--- src/rtl/spi_master_rw.sv ---
// spi_master_rw: SPI master for register read/write transactions.
// One command word per transaction, sent MSB-first. The MSB of the command
// selects write (1) or read (0). On a read, the trailing READ_WIDTH bit slots
// drive mosi low and capture miso instead.
// Frame: LEAD (cs low, sclk idle), SHIFT (2*CMD_WIDTH half-periods),
// TRAIL (sclk idle, cs low), GAP (cs high), then IDLE.
module spi_master_rw #(
  parameter int CMD_WIDTH  = 12,
  parameter int READ_WIDTH = 8,
  parameter int CLK_DIV    = 4,
  parameter bit CPOL       = 1'b0,
  parameter bit CPHA       = 1'b0,
  parameter int NUM_CS     = 1,
  parameter int CS_W       = 1
) (
  input  logic                  clk,
  input  logic                  rst_n,
  input  logic [CMD_WIDTH-1:0]  cmd_in,
  input  logic [CS_W-1:0]       cs_sel,
  input  logic                  cmd_vld,
  output logic                  cmd_rdy,
  output logic                  sclk,
  output logic [NUM_CS-1:0]     cs,
  output logic                  mosi,
  input  logic                  miso,
  output logic                  read_vld,
  output logic [READ_WIDTH-1:0] read_data
);

  localparam int DIV_W  = $clog2(CLK_DIV);
  localparam int HALF_W = $clog2(2 * CMD_WIDTH);
  localparam logic [DIV_W-1:0]     DIV_LAST  = DIV_W'(CLK_DIV - 1);
  localparam logic [HALF_W-1:0]    HALF_LAST = HALF_W'(2 * CMD_WIDTH - 1);
  // Keeps the address/opcode bits of a read; clears the data-phase slots.
  localparam logic [CMD_WIDTH-1:0] READ_MASK =
    ~((CMD_WIDTH'(1) << READ_WIDTH) - CMD_WIDTH'(1));

  typedef enum logic [2:0] {IDLE, LEAD, SHIFT, TRAIL, GAP} state_t;

  state_t                  state_q, state_d;
  logic [DIV_W-1:0]        div_q;
  logic [HALF_W-1:0]       half_q, half_new;
  logic [CMD_WIDTH-1:0]    tx_sr, load;
  logic [READ_WIDTH-1:0]   rx_sr;
  logic [CS_W-1:0]         cs_q;
  logic                    is_rd;
  logic                    accept, div_last, edge_now, leading, sample, launch;

  assign cmd_rdy  = (state_q == IDLE);
  assign div_last = (div_q == DIV_LAST);
  assign load     = cmd_in[CMD_WIDTH-1] ? cmd_in : (cmd_in & READ_MASK);

  // State register.
  always_ff @(posedge clk or negedge rst_n) begin
    if (!rst_n) state_q <= IDLE;
    else        state_q <= state_d;
  end

  // Next state plus SCLK edge decode. Each SCLK edge falls on a half-period
  // boundary: even half index = leading edge, odd = trailing edge.
  always_comb begin
    state_d  = state_q;
    accept   = 1'b0;
    edge_now = 1'b0;
    half_new = (state_q == LEAD) ? '0 : half_q + HALF_W'(1);
    case (state_q)
      IDLE:  if (cmd_vld) begin
               state_d = LEAD;
               accept  = 1'b1;
             end
      LEAD:  if (div_last) begin
               state_d  = SHIFT;
               edge_now = 1'b1;
             end
      SHIFT: if (div_last) begin
               if (half_q == HALF_LAST) state_d = TRAIL;
               else                     edge_now = 1'b1;
             end
      TRAIL: if (div_last) state_d = GAP;
      GAP:   if (div_last) state_d = IDLE;
      default: state_d = IDLE;
    endcase
    leading = ~half_new[0];
    sample  = edge_now && (leading != CPHA);
    launch  = edge_now && (leading == CPHA);
  end

  // Half-period divider and half-period index.
  always_ff @(posedge clk or negedge rst_n) begin
    if (!rst_n) begin
      div_q  <= '0;
      half_q <= '0;
    end else begin
      if (state_d != state_q || div_last) div_q <= '0;
      else if (state_q != IDLE)           div_q <= div_q + DIV_W'(1);
      if (accept)        half_q <= '0;
      else if (edge_now) half_q <= half_new;
    end
  end

  // Serial datapath: sclk, mosi launch, miso capture, read result.
  always_ff @(posedge clk or negedge rst_n) begin
    if (!rst_n) begin
      sclk      <= CPOL;
      mosi      <= 1'b0;
      tx_sr     <= '0;
      rx_sr     <= '0;
      cs_q      <= '0;
      is_rd     <= 1'b0;
      read_vld  <= 1'b0;
      read_data <= '0;
    end else begin
      read_vld <= 1'b0;
      if (edge_now) sclk <= CPOL ^ leading;
      if (accept) begin
        cs_q  <= cs_sel;
        is_rd <= ~cmd_in[CMD_WIDTH-1];
        // CPHA=0 needs the first bit on the wire before the first leading edge.
        if (!CPHA) begin
          mosi  <= load[CMD_WIDTH-1];
          tx_sr <= load << 1;
        end else begin
          mosi  <= 1'b0;
          tx_sr <= load;
        end
      end else if (launch) begin
        mosi  <= tx_sr[CMD_WIDTH-1];
        tx_sr <= tx_sr << 1;
      end else if (state_q == SHIFT && state_d == TRAIL) begin
        mosi <= 1'b0;
      end
      // Every bit slot is sampled; only the trailing READ_WIDTH survive.
      if (sample) rx_sr <= (rx_sr << 1) | READ_WIDTH'(miso);
      if (state_q == TRAIL && state_d == GAP && is_rd) begin
        read_data <= rx_sr;
        read_vld  <= 1'b1;
      end
    end
  end

  // Chip selects: only the latched in-range index goes low during the frame.
  always_comb begin
    cs = '1;
    if (state_q == LEAD || state_q == SHIFT || state_q == TRAIL)
      for (int i = 0; i < NUM_CS; i++)
        if (cs_q == CS_W'(i)) cs[i] = 1'b0;
  end

endmodule

--- config.mk ---
export PLATFORM = sky130hd
export DESIGN_NAME = spi_master_rw
export DESIGN_NICKNAME = d
export VERILOG_FILES = /design/src/rtl/spi_master_rw.sv
export SDC_FILE = /design/constraint.sdc
export NUM_CORES = 1
export LEC_CHECK = 0
export ABC_CLOCK_PERIOD_IN_PS = 1900
export CORE_MARGIN = 5
export CORE_UTILIZATION = 62
export DETAILED_ROUTE_END_ITERATION = 6
export DONT_BUFFER_PORTS = 1
export PLACE_DENSITY = 0.78
export SKIP_CTS_REPAIR_TIMING = 1
export SLEW_MARGIN = 20
export SYNTH_ARGS = -nofsm -noshare
export SYNTH_HDL_FRONTEND = slang
export SYNTH_SLANG_ARGS = --single-unit
--- constraint.sdc ---
create_clock -name clk -period 1.9 [get_ports clk]
set_input_delay 0.38 -clock clk [delete_from_list [all_inputs] [get_ports clk]]
set_output_delay 0.38 -clock clk [all_outputs]
set_load 0.005 [all_outputs]
==> results of run 1 <==
==> routing by layer <==
layer / GRT usage / routed length (µm) / vias to the layer above / part of all wire
met2: 0.374 / 2460 / 55 / 0.52
met3: 0.0640 / 245 / 8 / 0.052
met5: 0 / 0 / - / 0
met4: 0.0993 / 78 / 0 / 0.016
li1: - / - / 776 / -
met1: 0.297 / 1970 / 842 / 0.41
==> metrics by stage <==
stage	utilization	instances
after detailed placement	0.661	238
after global routing	0.692	249
after floorplan	-	197
after CTS	0.678	246
after global placement	0.661	238
final	0.692	249
==> report_power, final <==
group          switching, mW  leakage, nW  internal, mW  total, mW
sequential           0.00654        0.523         0.902      0.908
clock                  0.306       0.0312         0.144      0.450
combinational         0.0224        0.496        0.0156     0.0381
total                  0.335         1.05          1.06       1.40
==> path summary, 6_finish.rpt <==
path / from / endpoint / slack (ns) / cells past startpoint
max: div_q[0] / half_q[3] / 0.13 / 4
min: cs_sel / cs_q / 0.13 / 2
min in group asynchronous: rst_n / rx_sr[5] / 0.50 / 2
max reg2reg: div_q[0] / half_q[3] / 0.13 / 4
min reg2reg: cs_q / cs_q / 0.50 / 2
max in group asynchronous: rst_n / state_q[0] / 1.18 / 2
==> flip-flops by register name, indices dropped and copies added, names as in the netlist <==
register	flops
read_vld	1
div_q	2
rx_sr	8
half_q	5
read_data	8
mosi	1
is_rd	1
tx_sr	11
state_q	3
cs_q	1
sclk	1
==> synthesized netlist by cell type, types with 2 or more instances <==
cell type,number,area share
nand3b_1,3,0.011
clkbuf_1,11,0.020
and3_1,8,0.024
nor2_1,5,0.0089
nand2_1,8,0.014
o21ai_0,3,0.0071
buf_2,4,0.0095
a211oi_1,3,0.011
nor2b_1,2,0.0059
o31ai_1,3,0.011
nand3_1,12,0.029
and2_1,3,0.0089
a31oi_1,3,0.0089
dfrtp_1,42,0.50
a21o_1,3,0.011
a211o_1,2,0.0083
inv_1,3,0.0053
o211ai_1,8,0.029
nand2b_1,3,0.0089
mux2_2,8,0.043
nand4_1,9,0.027
ha_1,2,0.012
a22oi_1,8,0.029
a221o_1,10,0.048
a21oi_1,5,0.012
nor3_1,4,0.0095
==> kinds of logic after synthesis <==
| group | after synthesis | share of synthesized area |
|---|---|---|
| DFF | 42 | 0.499 |
| xor gates and xnor gates | 1 | 0.00416 |
| AOI/OAI and AO/OA | 55 | 0.202 |
| buffers and inverters | 21 | 0.0439 |
| and+or+nand+nor | 68 | 0.197 |
| adders and majority gates | 2 | 0.0119 |
| muxes | 8 | 0.0428 |
==> critical path, delay by kind of cell, from the launching register on <==
kind,cells,cell delay [ns]
AOI/OAI and AO/OA,2,0.68
adders and majority gates,1,0.27
DFF,1,0.42
and+or+nand+nor,1,0.32
==> cells in the final DEF, fill, tap and decap left out, types with 4 or more instances in the layout <==
cell / Yosys / routed
dfrtp_1: 42 / 42
a21oi_1: 5 / 5
and3_1: 8 / 8
nor2_1: 5 / 5
mux2_2: 8 / 8
nand3_1: 12 / 12
a22oi_1: 8 / 8
nor3_1: 4 / 4
o211ai_1: 8 / 8
a221o_1: 10 / 10
nand2_1: 8 / 8
nand4_1: 9 / 9
buf_4: 0 / 14
clkbuf_4: 0 / 5
==> area by class of cell <==
type	count	area, µm²	area share
inverters	3	11.3	0.00492
multi-input cells	134	970	0.423
repair buffers	16	143	0.0623
flip-flops and latches	42	1050	0.459
clock buffers	5	37.5	0.0164
clock inverters	3	21.3	0.00928
well taps	46	57.6	0.0251
==> reports/qor.csv, run 1 <==
metric,value,unit
Fmax,566,MHz
hold_ws,0.130,ns
Critical Path End Type,flop,
CTS sink cnt,42,
Gate Count Post-Synth,197,
"EDFF count, synth",0,
routed wire length per instance,19.1,µm
Arrival @ worst endpoint,2.06,ns
"Worst Setup Slack, final",0.135,ns
"Req. time, crit path",2.20,ns
Startpoint Class,flop,
"Top FF cell, synth",dfrtp_1,
DRC Markers,0,
Synth Area per Inst,10.7,µm²
Nets,221,
DR vias,1681,
"Reg clk slew, reported paths",0.12,ns
VDD IR-drop max,0.425,mV
slew margin rel.,0.681,
post-route cell area,2290,µm²
vias per cell,6.75,
Final Power,1.40,mW
Yosys Warn Count,0,
# fillers,271,
# IOs,30,
Die H,68.3,µm
GPL Wtd Cong,0.804,
Core Footprint,3310,µm²
share of layout cells above drive strength 1,0.163,
largest fanout on the critical path,7,
power per cell area,610,nW/µm²
overflow left after global routing,0,
1st-pass router iterations,4,
Syn Nets,216,
IO buf count,0,
die width,68.3,µm
crit path cell chain,ha_1 -> and4bb_1 -> a211oi_1 -> a211o_1,
Crit Path Class,flop to flop,
antenna cells,0,
# rows,21,
Num CTS Buffers,5,
Setup Skew,0.0201,ns
max incr delay on CP,0.48,ns
initial antenna violation count,0,
pre-CTS setup slack,0.0811,ns
Initial Util,0.636,
Synth Register Bits,42,
status,completed,
"Seq/Total Area, Yosys",0.499,
"Slew Viols, Final",0,
max-capacitance violation count,0,
DP HPWL,3.33,mm
"Max stage delay cell, worst path",a211oi_1,
ys async rst share,1.00,
All-Layer GR Usage,0.234,
CTS max path bufs,2,
H-Tree Depth,2,
final WL,4.75,mm
final setup fails,0,
CTS tree,built,
full die area,4660,µm²
RSZ-0062 raised after global routing,true,
clock latency on the worst-skew pair,0.37,ns
worst hold path type,input pin to flop,
Netlist cell types,48,
first-pass GRT wire length,8.02,mm
CTS root buf,clkbuf_4,
DP Area,2190,µm²
crit path time final,1.77,ns
worst slew pin tran,0.475,ns
final worst-path cycle share,0.929,
total leakage power,1.05,nW
vias in the first global route,1642,
largest net degree at the start of global routing,43,
Area growth syn-to-layout,8.73,%
drt initial violations,162,
ANT nets after route,0,
Final TNS setup,0,ns
Synth Cell Area,2110,µm²
final hold viol count,0,
No activity file was read; power rests on OpenSTA's default activity.
==> run 2, diff against run 1 <==
--- a/config.mk
+++ b/config.mk
@@ -10,6 +10,7 @@
 export CORE_UTILIZATION = 62
 export DETAILED_ROUTE_END_ITERATION = 6
 export DONT_BUFFER_PORTS = 1
+export MAX_ROUTING_LAYER = met4
 export PLACE_DENSITY = 0.78
 export SKIP_CTS_REPAIR_TIMING = 1
 export SLEW_MARGIN = 20
==> run 2 against run 1 <==
  * Sequential power about the same
  * Largest cell class unchanged
  * Global-route usage increased by 0.12 points
  * Register-to-register slack about the same
  * Die area unchanged
  * First-iteration DRC count increased by 64%
  * Critical path depth unchanged
==> reports/qor.csv, run 2 (synthesized netlist as in run 1, its figures left out) <==
metric,value,unit,change
1st-pass router iterations,5,,was 4
All-Layer GR Usage,0.235,,was 0.234
H-Tree Depth,2,,unchanged
register share of total power,0.642,,was 0.651
Hold Startpoint,cmd_in[11],,was cs_sel
drt initial violations,265,,was 162
CTS root buf,clkbuf_4,,unchanged
CTS sink cnt,42,,unchanged
Fmax,570,MHz,was 566 MHz
Top Registers,"tx_sr x11, read_data x8, rx_sr x8",,unchanged
"Max stage delay cell, worst path",a211oi_1,,unchanged
Post-Route Utilization,0.693,,was 0.692
crit path time final,1.75,ns,was 1.77 ns
Net Sw Power,0.347,mW,was 0.335 mW
"Req. time, crit path",2.20,ns,about the same
# IOs,30,,unchanged
Worst path top cell family by delay,compound AO/OA/AOI/OAI gates,,unchanged
max incr delay on CP,0.46,ns,was 0.48 ns
"Reg clk slew, reported paths",0.13,ns,was 0.12 ns
Initial Util,0.636,,unchanged
Setup Skew,0.0264,ns,was 0.0201 ns
Hold EP,is_rd,,was cs_q
antenna cells,0,,unchanged
Critical Path End Type,flop,,unchanged
worst slew pin tran,0.437,ns,was 0.475 ns
Area growth syn-to-layout,8.91,%,was 8.73%
Crit Path Class,flop to flop,,unchanged
final worst-path cycle share,0.923,,was 0.929
vias per cell,6.85,,was 6.75
total leakage power,1.05,nW,about the same
# rows,21,,unchanged
"Most flops, register",tx_sr,,unchanged
Final TNS setup,0,ns,unchanged
largest fanout on the critical path,7,,unchanged
VDD IR-drop max,0.400,mV,was 0.425 mV
power per cell area,617,nW/µm²,was 610 nW/µm²
first-pass GRT wire length,7.83,mm,was 8.02 mm
max FFs per register,11,,unchanged
CTS max path bufs,2,,unchanged
overflow left after global routing,0,,unchanged
Worst Hold Depth,1,,was 2
CTS tree,built,,unchanged
DRC Markers,0,,unchanged
share of layout cells above drive strength 1,0.163,,unchanged
Reg2Reg Capture Point,half_q[3],,unchanged
Sw Ratio,0.245,,was 0.240
Startpoint Class,flop,,unchanged
DR vias,1705,,was 1681
clock power share,0.331,,was 0.322
final WL,4.80,mm,was 4.75 mm
Critical R2R Launch,div_q[0],,unchanged
worst hold path type,input pin to flop,,unchanged
clock latency on the worst-skew pair,0.37,ns,about the same
largest net degree at the start of global routing,43,,unchanged
GPL Wtd Cong,0.826,,was 0.804
Nets,221,,unchanged
vias in the first global route,1631,,was 1642
max-capacitance violation count,0,,unchanged
ANT nets after route,0,,unchanged
slew margin rel.,0.707,,was 0.681
initial antenna violation count,0,,unchanged
RSZ-0062 raised after global routing,false,,was true
FF-to-FF path depth,4,,unchanged
"Slew Viols, Final",0,,unchanged
Num CTS Buffers,5,,unchanged
full die area,4660,µm²,unchanged
"commonest cells after routing, fill and taps aside","dfrtp_1 (42), buf_4 (14), nand3_1 (12)",,unchanged
crit path cell chain,ha_1 -> and4bb_1 -> a211oi_1 -> a211o_1,,unchanged
critical path buffer and inverter count,0,,unchanged
Int Power,1.07,mW,was 1.06 mW
routed wire length per instance,19.3,µm,was 19.1 µm
Core Footprint,3310,µm²,unchanged
combinational share of power,0.027,,about the same
final setup fails,0,,unchanged
die width,68.3,µm,unchanged
"most common cell after layout, fill and taps aside",dfrtp_1,,unchanged
Die H,68.3,µm,unchanged
IO buf count,0,,unchanged
status,completed,,unchanged
DP HPWL,3.24,mm,was 3.33 mm
final hold viol count,0,,unchanged
Arrival @ worst endpoint,2.05,ns,was 2.06 ns
R2R Setup Slk,0.15,ns,was 0.13 ns
run 2: through the flow:
step / power [mW] / instance area (µm²) / hold slack [ns] / setup WS (ns) / std cells
2_1_floorplan: 0.935 / 2110 / 0.0844 / 0.160 / 197
4_1_cts: 1.41 / 2250 / -0.343 / 0.00801 / 246
5_1_grt: 1.47 / 2290 / 0.0948 / 0.0340 / 249
3_5_place_dp: 0.939 / 2190 / 0.0855 / 0.0102 / 238
6_report: 1.42 / 2290 / 0.117 / 0.146 / 249
3_3_place_gp: 0.938 / 2190 / 0.0855 / 0.189 / 238
run 2: cell type report:
type	instances	area (µm²)
flip-flops and latches	42	1050
fillers	254	1020
clock buffers	5	37.5
inverters	3	11.3
well taps	46	57.6
multi-input cells	134	970
repair buffers	16	143
clock inverters	3	25.0
run 2: worst reg2reg max path: stages (launching register included):
cell and delay [ns]:
dfrtp_1 0.43, ha_1 0.28, and4bb_1 0.33, a211oi_1 0.46, a211o_1 0.20
run 2: power groups by stage:
stage	registers, mW	clock network [mW]	logic, mW
floorplan	0.923	0	0.0118
global placement	0.925	0	0.0128
detailed placement	0.925	0	0.0139
CTS	0.908	0.488	0.0139
global route	0.910	0.518	0.0456
finish	0.908	0.468	0.0385
run 2: worst max-delay path by stage:
stage	start	to	slack (ns)	depth (start not counted)
after floorplan	half_q[1]	tx_sr[11]	0.16	6
after global placement	div_q[0]	read_data[0]	0.19	4
after detailed placement	div_q[0]	read_data[0]	0.01	4
after CTS	div_q[0]	read_data[5]	0.008	4
after global routing	half_q[1]	half_q[1]	0.03	5
final	div_q[0]	half_q[3]	0.15	4
run 2: per-layer routing:
layer / track usage / vias to the layer above / wire length (µm)
met5: - / - / 0
met4: 0.114 / 0 / 80
met3: 0.0575 / 9 / 261
met1: 0.280 / 861 / 1980
li1: - / 775 / -
met2: 0.372 / 60 / 2480
